<file path="config.mk">
export PLATFORM = sky130hd
export DESIGN_NAME = vga_colormap_display
export DESIGN_NICKNAME = d
export VERILOG_FILES = /design/src/rtl/vga_colormap_display.sv
export SDC_FILE = /design/constraint.sdc
export NUM_CORES = 1
export LEC_CHECK = 0
export ABC_AREA = 1
export BUFFER_PORTS_ARGS = -buffer_cell sky130_fd_sc_hd__buf_2
export CORE_ASPECT_RATIO = 1.25
export CORE_MARGIN = 5
export CORE_UTILIZATION = 63
export DETAILED_ROUTE_END_ITERATION = 8
export MAX_ROUTING_LAYER = met4
export PLACE_DENSITY = 0.95
export SYNTH_ARGS = -nofsm -noshare
export SYNTH_HDL_FRONTEND = slang
export SYNTH_SLANG_ARGS = --single-unit
</file>
<file path="constraint.sdc">
create_clock -name i_clk_25M -period 11.6 [get_ports i_clk_25M]
set_clock_uncertainty 0.05 [all_clocks]
set_input_delay 2.32 -clock i_clk_25M [delete_from_list [all_inputs] [get_ports i_clk_25M]]
set_output_delay 2.32 -clock i_clk_25M [all_outputs]
set_load 0.02 [all_outputs]
</file>
<file path="src/rtl/vga_colormap_display.sv">
// VGA timing generator with streaming frame-store fetch and heat-map colouring.
// Sync, blank and RGB leave through matched pipelines so every DAC pin stays aligned.
module vga_colormap_display #(
  parameter int H_ACT  = 640,
  parameter int H_FP   = 16,
  parameter int H_SW   = 96,
  parameter int H_BP   = 48,
  parameter int V_ACT  = 480,
  parameter int V_FP   = 10,
  parameter int V_SW   = 2,
  parameter int V_BP   = 33,
  parameter bit HS_POL = 1'b0,
  parameter bit VS_POL = 1'b0,
  parameter int DATA_W = 16,
  parameter int RD_LAT = 2,
  parameter int ADDR_W = $clog2(H_ACT*V_ACT)
) (
  input  logic              i_clk_25M,
  input  logic              i_rst,
  input  logic              i_enable,
  input  logic [1:0]        i_mode,
  input  logic [DATA_W-1:0] i_min,
  input  logic [3:0]        i_shift,
  output logic              o_rd_en,
  output logic [ADDR_W-1:0] o_rd_addr,
  input  logic [DATA_W-1:0] i_rd_data,
  output logic              o_VGA_CLK,
  output logic              o_VGA_HS,
  output logic              o_VGA_VS,
  output logic              o_VGA_BLANK_N,
  output logic              o_VGA_SYNC_N,
  output logic [7:0]        o_VGA_R,
  output logic [7:0]        o_VGA_G,
  output logic [7:0]        o_VGA_B,
  output logic              o_frame_done
);

  localparam int H_TOT = H_ACT + H_FP + H_SW + H_BP;
  localparam int V_TOT = V_ACT + V_FP + V_SW + V_BP;
  localparam int HW    = $clog2(H_TOT);
  localparam int VW    = $clog2(V_TOT);
  localparam int L     = RD_LAT + 2;

  localparam logic [HW-1:0] H_LAST  = HW'(H_TOT - 1);
  localparam logic [HW-1:0] H_ACT_C = HW'(H_ACT);
  localparam logic [HW-1:0] H_SS    = HW'(H_ACT + H_FP);
  localparam logic [HW-1:0] H_SE    = HW'(H_ACT + H_FP + H_SW);
  localparam logic [VW-1:0] V_LAST  = VW'(V_TOT - 1);
  localparam logic [VW-1:0] V_ACT_C = VW'(V_ACT);
  localparam logic [VW-1:0] V_SS    = VW'(V_ACT + V_FP);
  localparam logic [VW-1:0] V_SE    = VW'(V_ACT + V_FP + V_SW);

  typedef enum logic {S_IDLE = 1'b0, S_RUN = 1'b1} state_t;

  state_t            state_q, state_d;
  logic [HW-1:0]     h_q, h_d;
  logic [VW-1:0]     v_q, v_d;
  logic [ADDR_W-1:0] addr_q, addr_d;
  logic              rd_en_q, rd_en_d;
  logic              fd_q, fd_d;
  logic              start_s, h_end_s, v_end_s;
  logic [1:0]        mode_q, mode_d;
  logic [DATA_W-1:0] min_q, min_d;
  logic [3:0]        shift_q, shift_d;
  logic [L-1:0]      hs_dl_q, hs_dl_d, vs_dl_q, vs_dl_d, bl_dl_q, bl_dl_d;
  logic              hs_raw_s, vs_raw_s;
  logic [DATA_W-1:0] diff_s, scaled_s;
  logic [9:0]        n_q, n_d;
  logic [23:0]       rgb_q, rgb_d;

  function automatic logic [23:0] colour_map(input logic [1:0] mode, input logic [9:0] n);
    logic [7:0]  f;
    logic [23:0] c;
    begin
      f = n[7:0];
      case (mode)
        2'd0: begin
          if (!n[9]) begin
            c = {8'd0, n[8:1], 8'd255 - n[8:1]};
          end else begin
            c = {n[8:1], 8'd255 - n[8:1], 8'd0};
          end
        end
        2'd1: begin
          case (n[9:8])
            2'd0:    c = {8'd0, 8'd0, f};
            2'd1:    c = {8'd0, f, 8'd255 - f};
            2'd2:    c = {f, 8'd255 - f, 8'd0};
            default: c = {8'd255, f, f};
          endcase
        end
        default: c = {3{n[9:2]}};
      endcase
      colour_map = c;
    end
  endfunction

  assign h_end_s = (h_q == H_LAST);
  assign v_end_s = (v_q == V_LAST);

  // Frame walker: IDLE/RUN control with pixel and line counters.
  always_comb begin
    state_d = state_q;
    h_d     = h_q;
    v_d     = v_q;
    start_s = 1'b0;
    case (state_q)
      S_IDLE: begin
        h_d = '0;
        v_d = '0;
        if (i_enable) begin
          state_d = S_RUN;
          start_s = 1'b1;
        end else begin
          state_d = S_IDLE;
        end
      end
      S_RUN: begin
        if (!h_end_s) begin
          h_d = h_q + HW'(1);
        end else begin
          h_d = '0;
          if (!v_end_s) begin
            v_d = v_q + VW'(1);
          end else begin
            v_d = '0;
            if (i_enable) begin
              start_s = 1'b1;
            end else begin
              state_d = S_IDLE;
            end
          end
        end
      end
      default: begin
        state_d = S_IDLE;
        h_d     = '0;
        v_d     = '0;
      end
    endcase
  end

  // Fetch, shadow settings, sync delay line and the two pixel pipeline stages.
  always_comb begin
    rd_en_d = (state_d == S_RUN) && (h_d < H_ACT_C) && (v_d < V_ACT_C);
    fd_d    = (state_d == S_RUN) && (h_d == H_LAST) && (v_d == V_LAST);

    if ((state_d != S_RUN) || start_s) begin
      addr_d = '0;
    end else if (rd_en_q) begin
      addr_d = addr_q + ADDR_W'(1);
    end else begin
      addr_d = addr_q;
    end

    if (start_s) begin
      mode_d  = i_mode;
      min_d   = i_min;
      shift_d = i_shift;
    end else begin
      mode_d  = mode_q;
      min_d   = min_q;
      shift_d = shift_q;
    end

    hs_raw_s = ((state_q == S_RUN) && (h_q >= H_SS) && (h_q < H_SE)) ? HS_POL : ~HS_POL;
    vs_raw_s = ((state_q == S_RUN) && (v_q >= V_SS) && (v_q < V_SE)) ? VS_POL : ~VS_POL;
    hs_dl_d  = {hs_dl_q[L-2:0], hs_raw_s};
    vs_dl_d  = {vs_dl_q[L-2:0], vs_raw_s};
    bl_dl_d  = {bl_dl_q[L-2:0], rd_en_q};

    diff_s   = i_rd_data - min_q;
    scaled_s = diff_s >> shift_q;
    if (i_rd_data < min_q) begin
      n_d = 10'd0;
    end else if (scaled_s > DATA_W'(1023)) begin
      n_d = 10'd1023;
    end else begin
      n_d = scaled_s[9:0];
    end

    // Blank flag one stage early lines up with n_q entering the colour stage.
    if (bl_dl_q[L-2]) begin
      rgb_d = colour_map(mode_q, n_q);
    end else begin
      rgb_d = 24'd0;
    end
  end

  // State and datapath registers; reset drops every output at once.
  always_ff @(posedge i_clk_25M or posedge i_rst) begin
    if (i_rst) begin
      state_q <= S_IDLE;
      h_q     <= '0;
      v_q     <= '0;
      addr_q  <= '0;
      rd_en_q <= 1'b0;
      fd_q    <= 1'b0;
      mode_q  <= 2'd0;
      min_q   <= '0;
      shift_q <= 4'd0;
      hs_dl_q <= {L{~HS_POL}};
      vs_dl_q <= {L{~VS_POL}};
      bl_dl_q <= '0;
      n_q     <= 10'd0;
      rgb_q   <= 24'd0;
    end else begin
      state_q <= state_d;
      h_q     <= h_d;
      v_q     <= v_d;
      addr_q  <= addr_d;
      rd_en_q <= rd_en_d;
      fd_q    <= fd_d;
      mode_q  <= mode_d;
      min_q   <= min_d;
      shift_q <= shift_d;
      hs_dl_q <= hs_dl_d;
      vs_dl_q <= vs_dl_d;
      bl_dl_q <= bl_dl_d;
      n_q     <= n_d;
      rgb_q   <= rgb_d;
    end
  end

  assign o_rd_en       = rd_en_q;
  assign o_rd_addr     = addr_q;
  assign o_frame_done  = fd_q;
  assign o_VGA_CLK     = i_clk_25M;
  assign o_VGA_SYNC_N  = 1'b0;
  assign o_VGA_HS      = hs_dl_q[L-1];
  assign o_VGA_VS      = vs_dl_q[L-1];
  assign o_VGA_BLANK_N = bl_dl_q[L-1];
  assign o_VGA_R       = rgb_q[23:16];
  assign o_VGA_G       = rgb_q[15:8];
  assign o_VGA_B       = rgb_q[7:0];

endmodule

</file>
==> summary.md, run 1 <==
| Metric | Value |
|---|---|
| Critical path endpoint category | `output pin` |
| Mapped Area | `between 7000 and 8000 µm²` |
| Die W | `about 100 µm` |
| Pre-CTS WS | `3.29 ns` |
| Routed Antenna Nets | `0` |
| CTS tree | `built` |
| Multi-input logic area | `3570 µm²` |
| Main synth FF type | `dfrtp_1` |
| WS Path Type | `clock port to output pin` |
| Hold buffer count at CTS | `0` |
| Cells along the critical path | `clkbuf_16 > clkbuf_16 > buf_2` |
| Sequential area share after synthesis | `0.391` |
| RePlAce Congestion | `around 0.93` |
| Worst Slack Setup Final | `3.04 ns` |
| CP Max Fanout | `2` |
| Min-delay worst type | `flop to flop` |
| Dominant cell type by area after synthesis | `dfrtp_1` |
| Synthesized Nets | `1039` |
| Largest cells by area after synthesis | `dfrtp_1 36%, nand2_1 11%, inv_1 8.2%, nand3_1 7.3%, ha_1 7.3%` |
| Critical path's top delay family | `buffers and inverters` |
| Diodes inserted | `0` |
| Syn_area_per_cell | `7.39 µm²` |
| Post-cts resize count | `0` |
| Slowest stage cell, crit path | `buf_2` |
| Slew @ Worst Pin | `0.806 ns` |
| Worst VDD drop | `141 µV` |
| Initial DRC count | `around 480` |
| Top-Level Pins | `between 90 and 100` |
| Die Y | `128 µm` |
| Nets | `1116` |
| Drt drc | `0` |
| CP Data Required Time | `9.23 ns` |
| WL/cell | `13.9 µm` |
| Vias per cell | `around 5.6` |
| Post-synth EDFFs | `0` |
| Sequential cell area | `2760 µm²` |
| Yosys reg bits | `110` |
| Hpwl dp | `11900 µm` |
| Floorplan row count | `43` |
| Critical path launch point type | `clock port` |
| Initial core utilization | `0.641` |
| Grt ovf | `0` |
| Max_cap viols | `0` |
| Count of different cell masters after synthesis | `45` |
| Mapped Cells | `956` |
| Most frequent CP cell | `clkbuf_16` |
| Commonest cells in the netlist | `210 x nand2_1, 155 x inv_1, 103 x nand3_1, 102 x dfrtp_1, 71 x nor2_1` |
| Max incr delay on CP | `0.15 ns` |
| Vias in the first global route | `6488` |
| Yosys warnings | `0` |
| Drt total wl | `between 15000 and 20000 µm` |
| Clock transition at the registers of the reported paths | `0.07 ns` |
| First-pass GRT wire length | `28000 µm` |
| Leakage | `about 4.3 nW` |
| Worst endpoint data arrival time | `6.19 ns` |
| Async S/R FF share, synth | `1.00` |
| Port buffer count | `89` |
| Setup violators final | `0` |
| Via count | `6607` |
| Rel. slew slack | `0.463` |
| Area share of the largest cell type after synthesis | `0.361` |
| # fillers | `850` |
| Status | `completed` |
| Worst Path Buf+Inv | `3` |
| Slew Limit Fails | `0` |
| P per Cell Area | `240 nW/µm²` |
| Clock insertion delay at the later pin of the skew report | `0.46 ns` |
| Initial antenna violation count | `0` |
| Post-CTS repair timing setup buffer count | `0` |
| Global Route Usage Sum | `0.255` |
| Synth-to-Final Area Change | `12.5%` |
| Largest net degree at the start of global routing | `70` |
| Count leader, synth | `nand2_1` |
| RSZ-0062 raised after global routing | `no` |
| Setup TNS Final | `0 ns` |
| DRT Pass-1 Iters | `8` |
| Die area | `13500 µm²` |
| Share of layout cells above drive strength 1 | `0.149` |
| Hold Violations, Final | `0` |
| Core footprint | `approximately 11000 µm²` |
-- final timing paths --
| path | from | end | slack (ns) | depth (start not counted) |
|---|---|---|---|---|
| min | vs_dl_q[1]$_DFF_PP1_ | vs_dl_q[2]$_DFF_PP1_ | 0.30 | 0 |
| min reg2reg | vs_dl_q[1]$_DFF_PP1_ | vs_dl_q[2]$_DFF_PP1_ | 0.30 | 0 |
| max | i_clk_25M | o_VGA_CLK | 3.04 | 3 |
| max reg2reg | min_q[0]$_DFFE_PP0P_ | n_q[9]$_DFF_PP0_ | 8.99 | 18 |
| max in group asynchronous | i_rst | rgb_q[21]$_DFF_PP0_ | 8.48 | 3 |
| min in group asynchronous | i_rst | o_rd_addr[16]$_DFFE_PP0P_ | 1.83 | 2 |
-- cell type report --
| cell class | instances | share of cell area |
|---|---|---|
| multi-input combinational | 656 | 0.449 |
| sequential | 110 | 0.347 |
| inverter | 161 | 0.0763 |
| timing repair buffer | 91 | 0.0582 |
| clock buffer | 16 | 0.0436 |
| tap | 135 | 0.0212 |
| clock inverter | 4 | 0.00425 |
-- kinds of logic after synthesis --
family          after synthesis  synth area share
xor+xnor                     15            0.0186
buf+inv                     190             0.104
flops                       110             0.391
other cells                   1          0.000530
compound gates              136             0.111
fa+ha+maj                    42            0.0754
simple gates                460             0.297
mux                           2           0.00301
-- stage by stage --
stage	cell area (µm²)	std cells	hold slack (ns)	total power [W]	utilization
3_5_place_dp	7580	1154	0.295	0.00154	0.687
5_1_grt	7960	1173	0.312	0.00208	0.721
3_3_place_gp	7580	1154	0.283	0.00151	0.687
4_1_cts	7960	1173	0.308	0.00190	0.721
2_1_floorplan	7070	956	0.281	0.00132	-
6_report	7960	1173	0.305	0.00191	0.721
-- state kept, by name, indices dropped and copies added, names as in the netlist --
signal	count
rgb_q	24
o_rd_addr	19
min_q	16
h_q	10
n_q	10
v_q	10
bl_dl_q	4
hs_dl_q	4
shift_q	4
vs_dl_q	4
mode_q	2
o_frame_done	1
o_rd_en	1
state_q	1
-- placed cells by master (no fill, tap or decap), types with 3 or more instances in the layout --
cell type	instances
o21ai_0	39
clkbuf_16	12
o21bai_1	5
ha_1	41
nor2_1	71
nand3_2	9
nand2_2	9
dfstp_2	8
o211ai_1	28
xnor2_1	5
buf_2	89
nor3_1	16
nor4_1	6
inv_1	154
nand3b_1	7
inv_2	4
nand3_1	103
o21ai_1	7
buf_4	3
nand4_1	12
nand2_1	210
a21oi_1	50
clkbuf_8	3
dfrtp_1	102
xor2_1	10
-- power breakdown --
group / leakage, nW / internal, W / switching [W]
combinational: 2.72 / 0.000337 / 0.000623
clock: 0.192 / 0.000212 / 0.000156
sequential: 1.37 / 0.000491 / 0.0000901
total: 4.27 / 0.00104 / 0.000869
-- layer usage --
layer | GRT usage | wire [µm] | vias up
met5 | - | 0 | -
met4 | 0.117 | 478 | 0
met3 | 0.0492 | 1050 | 55
met2 | 0.440 | 8360 | 287
met1 | 0.286 | 6400 | 3028
li1 | - | - | 3237
Note: power is estimated with default switching activity, not from simulation.
==> inputs of run 2 (changes only) <==
--- a/config.mk
+++ b/config.mk
@@ -9,10 +9,10 @@
 export BUFFER_PORTS_ARGS = -buffer_cell sky130_fd_sc_hd__buf_2
 export CORE_ASPECT_RATIO = 1.25
 export CORE_MARGIN = 5
-export CORE_UTILIZATION = 63
+export CORE_UTILIZATION = 59
 export DETAILED_ROUTE_END_ITERATION = 8
 export MAX_ROUTING_LAYER = met4
-export PLACE_DENSITY = 0.95
+export PLACE_DENSITY = 0.9
 export SYNTH_ARGS = -nofsm -noshare
 export SYNTH_HDL_FRONTEND = slang
 export SYNTH_SLANG_ARGS = --single-unit
==> constraint.sdc (replaced) <==
create_clock -name i_clk_25M -period 8.55 [get_ports i_clk_25M]
set_clock_uncertainty 0.05 [all_clocks]
set_input_delay 1.71 -clock i_clk_25M [delete_from_list [all_inputs] [get_ports i_clk_25M]]
set_output_delay 1.71 -clock i_clk_25M [all_outputs]
set_load 0.02 [all_outputs]
==> run 2 against run 1 <==
Against the previous run:
- clock power increased by 35%
- via count decreased by 2.6%
- wire length fell by 5.2%
- die area up 6.2%
- worst setup slack lost 0.92 ns
- sequential power up 35%
- first-iteration DRC count shrank 3.6%
- sequential share of layout area down 0.18 points
- combinational power grew 34%
- largest power group unchanged
- sequential cell count is the same
==> summary.md, run 2 (synthesized netlist as in run 1, its figures left out) <==
| Metric | Value |
|---|---|
| Rel. slew slack | `0.419` |
| Clock transition at the registers of the reported paths | `0.07 ns` |
| Worst Reg2Reg Path Length in Cells | `17` |
| Slew @ Worst Pin | `roughly 0.87 ns` |
| Die W | `108 µm` |
| Slowest stage cell, crit path | `buf_2` |
| DRT Pass-1 Iters | `5` |
| Routed Antenna Nets | `0` |
| P per Cell Area | `about 320 nW/µm²` |
| Top-Level Pins | `a little over 90` |
| Hold path depth | `0` |
| Drt drc | `0` |
| RePlAce Congestion | `0.925` |
| Critical path's top delay family | `buffers and inverters` |
| Grt ovf | `0` |
| Most frequent cells in the layout | `210 x nand2_1, 154 x inv_1, 103 x nand3_1` |
| Global Route Usage Sum | `0.230` |
| Synth-to-Final Area Change | `13.1%` |
| WL/cell | `12.9 µm` |
| Worst Path Buf+Inv | `3` |
| Setup TNS Final | `0 ns` |
| Multi-input logic area | `3570 µm²` |
| Share of layout cells above drive strength 1 | `0.149` |
| Worst endpoint data arrival time | `4.68 ns` |
| Core footprint | `11700 µm²` |
| Hpwl dp | `11400 µm` |
| Die Y | `132 µm` |
| Floorplan row count | `44` |
| Leakage | `4.27 nW` |
| Top reg by flops | `rgb_q` |
| Cells along the critical path | `clkbuf_16 > clkbuf_16 > buf_2` |
| Hold Violations, Final | `0` |
| Largest net degree at the start of global routing | `75` |
| Vias in the first global route | `between 6k and 7k` |
| Initial antenna violation count | `1` |
| Max_cap viols | `0` |
| Post-cts resize count | `0` |
| Hold buffer count at CTS | `0` |
| Max incr delay on CP | `0.15 ns` |
| Initial DRC count | `461` |
| Worst Hold Endpoint | `bl_dl_q[2]$_DFF_PP0_` |
| WS Path Type | `clock port to output pin` |
| Port buffer count | `89` |
| Worst r2r dst | `n_q[3]$_DFF_PP0_` |
| Critical path launch point type | `clock port` |
| Status | `completed` |
| RSZ-0062 raised after global routing | `no` |
| Post-CTS repair timing setup buffer count | `0` |
| Slew Limit Fails | `0` |
| Nets | `1116` |
| Leading cell type in the layout, fill and taps excluded | `nand2_1` |
| Vias per cell | `5.36` |
| Drt total wl | `15400 µm` |
| # fillers | `about 940` |
| First-pass GRT wire length | `26600 µm` |
| Largest register FFs | `24` |
| CTS tree | `built` |
| Via count | `6432` |
| Sequential cell area | `roughly 2800 µm²` |
| Most frequent CP cell | `clkbuf_16` |
| Die area | `14300 µm²` |
| Min-delay worst type | `flop to flop` |
| R2R Setup Slk | `5.96 ns` |
| CP Data Required Time | `6.79 ns` |
| Setup violators final | `0` |
| CP Max Fanout | `2` |
| PnR Total Power | `0.00258 W` |
| RR Startpoint | `min_q[0]$_DFFE_PP0P_` |
| Initial core utilization | `0.606` |
| Worst VDD drop | `152 µV` |
| Critical path endpoint category | `output pin` |
| Worst Hold Launch | `bl_dl_q[1]$_DFF_PP0_` |
| Clock insertion delay at the later pin of the skew report | `approximately 0.46 ns` |
## run 2: cell count changes in the layout (fill, tap and decap cells not counted), sizes merged
cell    delta
clkbuf     -2
clkinv     +4
diode      +1
inv        -2
## run 2: how the worst max path moves through the flow
stage / start / end / slack [ns] / cells past startpoint
final: i_clk_25M / o_VGA_CLK / 2.11 / 3
after global routing: i_clk_25M / o_VGA_CLK / 2.11 / 3
after CTS: i_clk_25M / o_VGA_CLK / 2.11 / 3
after detailed placement: i_clk_25M / o_VGA_CLK / 2.38 / 1
after global placement: i_clk_25M / o_VGA_CLK / 2.38 / 1
after floorplan: i_clk_25M / o_VGA_CLK / 2.38 / 1
## run 2: per-layer routing
metal | vias to the layer above | track usage | share of wire
met2 | 215 | 0.380 | 0.50
met4 | 0 | 0.0947 | 0.028
met5 | - | - | 0
met1 | 2929 | 0.273 | 0.42
li1 | 3237 | - | -
met3 | 51 | 0.0446 | 0.047
## run 2: layout make-up
type / count / area share
antenna: 1 / 0.000313
multi-input combinational: 656 / 0.447
sequential: 110 / 0.345
clock inverter: 6 / 0.00845
tap: 161 / 0.0252
clock buffer: 14 / 0.0399
timing repair buffer: 91 / 0.0579
inverter: 161 / 0.0759
## run 2: stage by stage
step	instance area (µm²)	cells	setup slack, ns	hold slack [ns]	util
after floorplan	7070	956	2.38	0.281	-
after global placement	7610	1180	2.38	0.283	0.652
after detailed placement	7610	1180	2.38	0.288	0.652
after CTS	7990	1199	2.11	0.305	0.685
after global routing	8000	1200	2.11	0.309	0.685
final	8000	1200	2.11	0.303	0.685
## run 2: report_power, final
group | switching (W) | internal [W] | leakage (nW)
clock | 0.000222 | 0.000276 | 0.190
combinational | 0.000833 | 0.000459 | 2.72
sequential | 0.000121 | 0.000666 | 1.37
total | 0.00118 | 0.00140 | 4.27
==> inputs of run 3 (changes only) <==
--- a/config.mk
+++ b/config.mk
@@ -9,10 +9,10 @@
 export BUFFER_PORTS_ARGS = -buffer_cell sky130_fd_sc_hd__buf_2
 export CORE_ASPECT_RATIO = 1.25
 export CORE_MARGIN = 5
-export CORE_UTILIZATION = 59
+export CORE_UTILIZATION = 53
 export DETAILED_ROUTE_END_ITERATION = 8
 export MAX_ROUTING_LAYER = met4
-export PLACE_DENSITY = 0.9
+export PLACE_DENSITY = 0.86
 export SYNTH_ARGS = -nofsm -noshare
 export SYNTH_HDL_FRONTEND = slang
 export SYNTH_SLANG_ARGS = --single-unit
==> constraint.sdc (replaced) <==
create_clock -name i_clk_25M -period 5.4 [get_ports i_clk_25M]
set_clock_uncertainty 0.05 [all_clocks]
set_input_delay 1.08 -clock i_clk_25M [delete_from_list [all_inputs] [get_ports i_clk_25M]]
set_output_delay 1.08 -clock i_clk_25M [all_outputs]
set_load 0.02 [all_outputs]
==> run 3 against run 2 <==
Against the previous run:
- clock power increased by 61%
- die area rose by 10%
- worst setup slack got worse by 0.94 ns
- final cell count grew 0.75%
- wire length is 0.49% higher
- register-to-register slack lost 3.1 ns
- sequential cell count unchanged
- combinational power grew 57%
- critical path depth stayed put
- via count fell by 1.3%
==> summary.md, run 3 (synthesized netlist as in run 1, its figures left out) <==
| Metric | Value |
|---|---|
| Status | `completed` |
| First-pass GRT wire length | `between 20000 and 30000 µm` |
| Grt ovf | `0` |
| Routed Antenna Nets | `0` |
| Combinational group share of total power | `0.498` |
| Sw Ratio | `0.459` |
| Worst endpoint data arrival time | `3.09 ns` |
| Port buffer count | `89` |
| RePlAce Congestion | `around 0.94` |
| CP Max Fanout | `2` |
| Vias per cell | `~5.2` |
| Largest register FFs | `24` |
| Floorplan row count | `47` |
| Global Route Usage Sum | `0.211` |
| CP Data Required Time | `4.27 ns` |
| Setup TNS Final | `0 ns` |
| Die area | `15800 µm²` |
| Vias in the first global route | `6143` |
| P_sw | `0.00188 W` |
| WS Path Type | `clock port to output pin` |
| # fillers | `1208` |
| Drt drc | `0` |
| Die Y | `139 µm` |
| Core footprint | `13200 µm²` |
| Leading cell type in the layout, fill and taps excluded | `nand2_1` |
| Clock transition at the registers of the reported paths | `around 0.080 ns` |
| Area post-placement | `7620 µm²` |
| Top reg by flops | `rgb_q` |
| Synth-to-Final Area Change | `13.3%` |
| Min-delay worst type | `flop to flop` |
| Total internal power | `0.00221 W` |
| Hold Violations, Final | `0` |
| Slew Limit Fails | `0` |
| Max_cap viols | `0` |
| Critical path endpoint category | `output pin` |
| Slew @ Worst Pin | `approximately 0.77 ns` |
| Initial antenna violation count | `0` |
| Via count | `6346` |
| Diodes inserted | `0` |
| P per Cell Area | `510 nW/µm²` |
| Post-cts resize count | `0` |
| Hold buffer count at CTS | `0` |
| Nets | `1116` |
| Clock power frac | `0.197` |
| Largest net degree at the start of global routing | `68` |
| Rel. slew slack | `0.489` |
| Critical path launch point type | `clock port` |
| CTS tree | `built` |
| DRT Pass-1 Iters | `5` |
| Post-CTS repair timing setup buffer count | `0` |
| Clock insertion delay at the later pin of the skew report | `~0.47 ns` |
| Sequential share of power | `0.306` |
| Share of layout cells above drive strength 1 | `0.149` |
| Setup violators final | `0` |
| Hpwl dp | `11800 µm` |
| PnR Total Power | `0.00409 W` |
| Most frequent cells in the layout | `210 x nand2_1, 154 x inv_1, 103 x nand3_1` |
| Initial DRC count | `507` |
| Worst VDD drop | `267 µV` |
| RSZ-0062 raised after global routing | `no` |
| Leakage | `4.27 nW` |
| WL/cell | `12.8 µm` |
| Drt total wl | `~16000 µm` |
| Die W | `113 µm` |
| Initial core utilization | `0.537` |
| Finished Cell Area | `8010 µm²` |
| Top-Level Pins | `91` |
==> run 3: cell types whose count changed in the layout (fill, tap and decap cells not counted) <==
cell	change
inv_8	+1
diode_2	-1
clkinv_4	-1
inv_12	+1
clkbuf_8	-1
==> run 3: worst paths after layout <==
check | cells past startpoint | end | slack (ns) | startpoint
setup / recovery | 3 | o_VGA_CLK | 1.18 | i_clk_25M
hold / removal | 0 | bl_dl_q[2]$_DFF_PP0_ | 0.31 | bl_dl_q[1]$_DFF_PP0_
hold reg to reg | 0 | bl_dl_q[2]$_DFF_PP0_ | 0.31 | bl_dl_q[1]$_DFF_PP0_
max in group asynchronous | 3 | min_q[3]$_DFFE_PP0P_ | 3.57 | i_rst
min in group asynchronous | 2 | o_rd_addr[1]$_DFFE_PP0P_ | 0.70 | i_rst
setup reg to reg | 17 | n_q[4]$_DFF_PP0_ | 2.85 | min_q[0]$_DFFE_PP0P_
==> run 3: cell type report <==
class,count,area [µm²],share of cell area
repair buffers,91,463,0.0578
well taps,171,214,0.0267
multi-input cells,656,3570,0.446
flip-flops and latches,110,2760,0.345
clock buffers,13,305,0.0381
inverters,161,607,0.0757
clock inverters,7,86.3,0.0108
==> run 3: per-stage QoR <==
step                hold slack [ns]  setup slack, ns  instances   util
floorplan                     0.281             1.38        956      -
global placement              0.283             1.43       1190  0.579
detailed placement            0.286             1.43       1190  0.579
CTS                           0.308             1.17       1209  0.608
global route                  0.314             1.17       1209  0.608
finish                        0.306             1.18       1209  0.608
==> run 3: critical path, stage by stage <==
cell and delay, ns:
clkbuf_16 0.12, clkbuf_16 0.12, buf_2 0.15
==> run 3: power by group through the flow <==
stage	clock network (W)	logic (W)	registers, W
3_3_place_gp	0.0000173	0.00199	0.00126
5_1_grt	0.000851	0.00232	0.00129
6_report	0.000804	0.00203	0.00125
3_5_place_dp	0.0000173	0.00202	0.00126
2_1_floorplan	0.0000216	0.00147	0.00134
4_1_cts	0.000820	0.00204	0.00125
==> run 3: per-layer routing <==
metal | share of wire | wire (µm) | GRT usage | vias up
met5 | 0 | 0 | - | -
met2 | 0.49 | 7610 | 0.351 | 188
met1 | 0.44 | 6780 | 0.257 | 2871
met3 | 0.048 | 745 | 0.0240 | 32
li1 | - | - | - | 3255
met4 | 0.024 | 380 | 0.0924 | 0
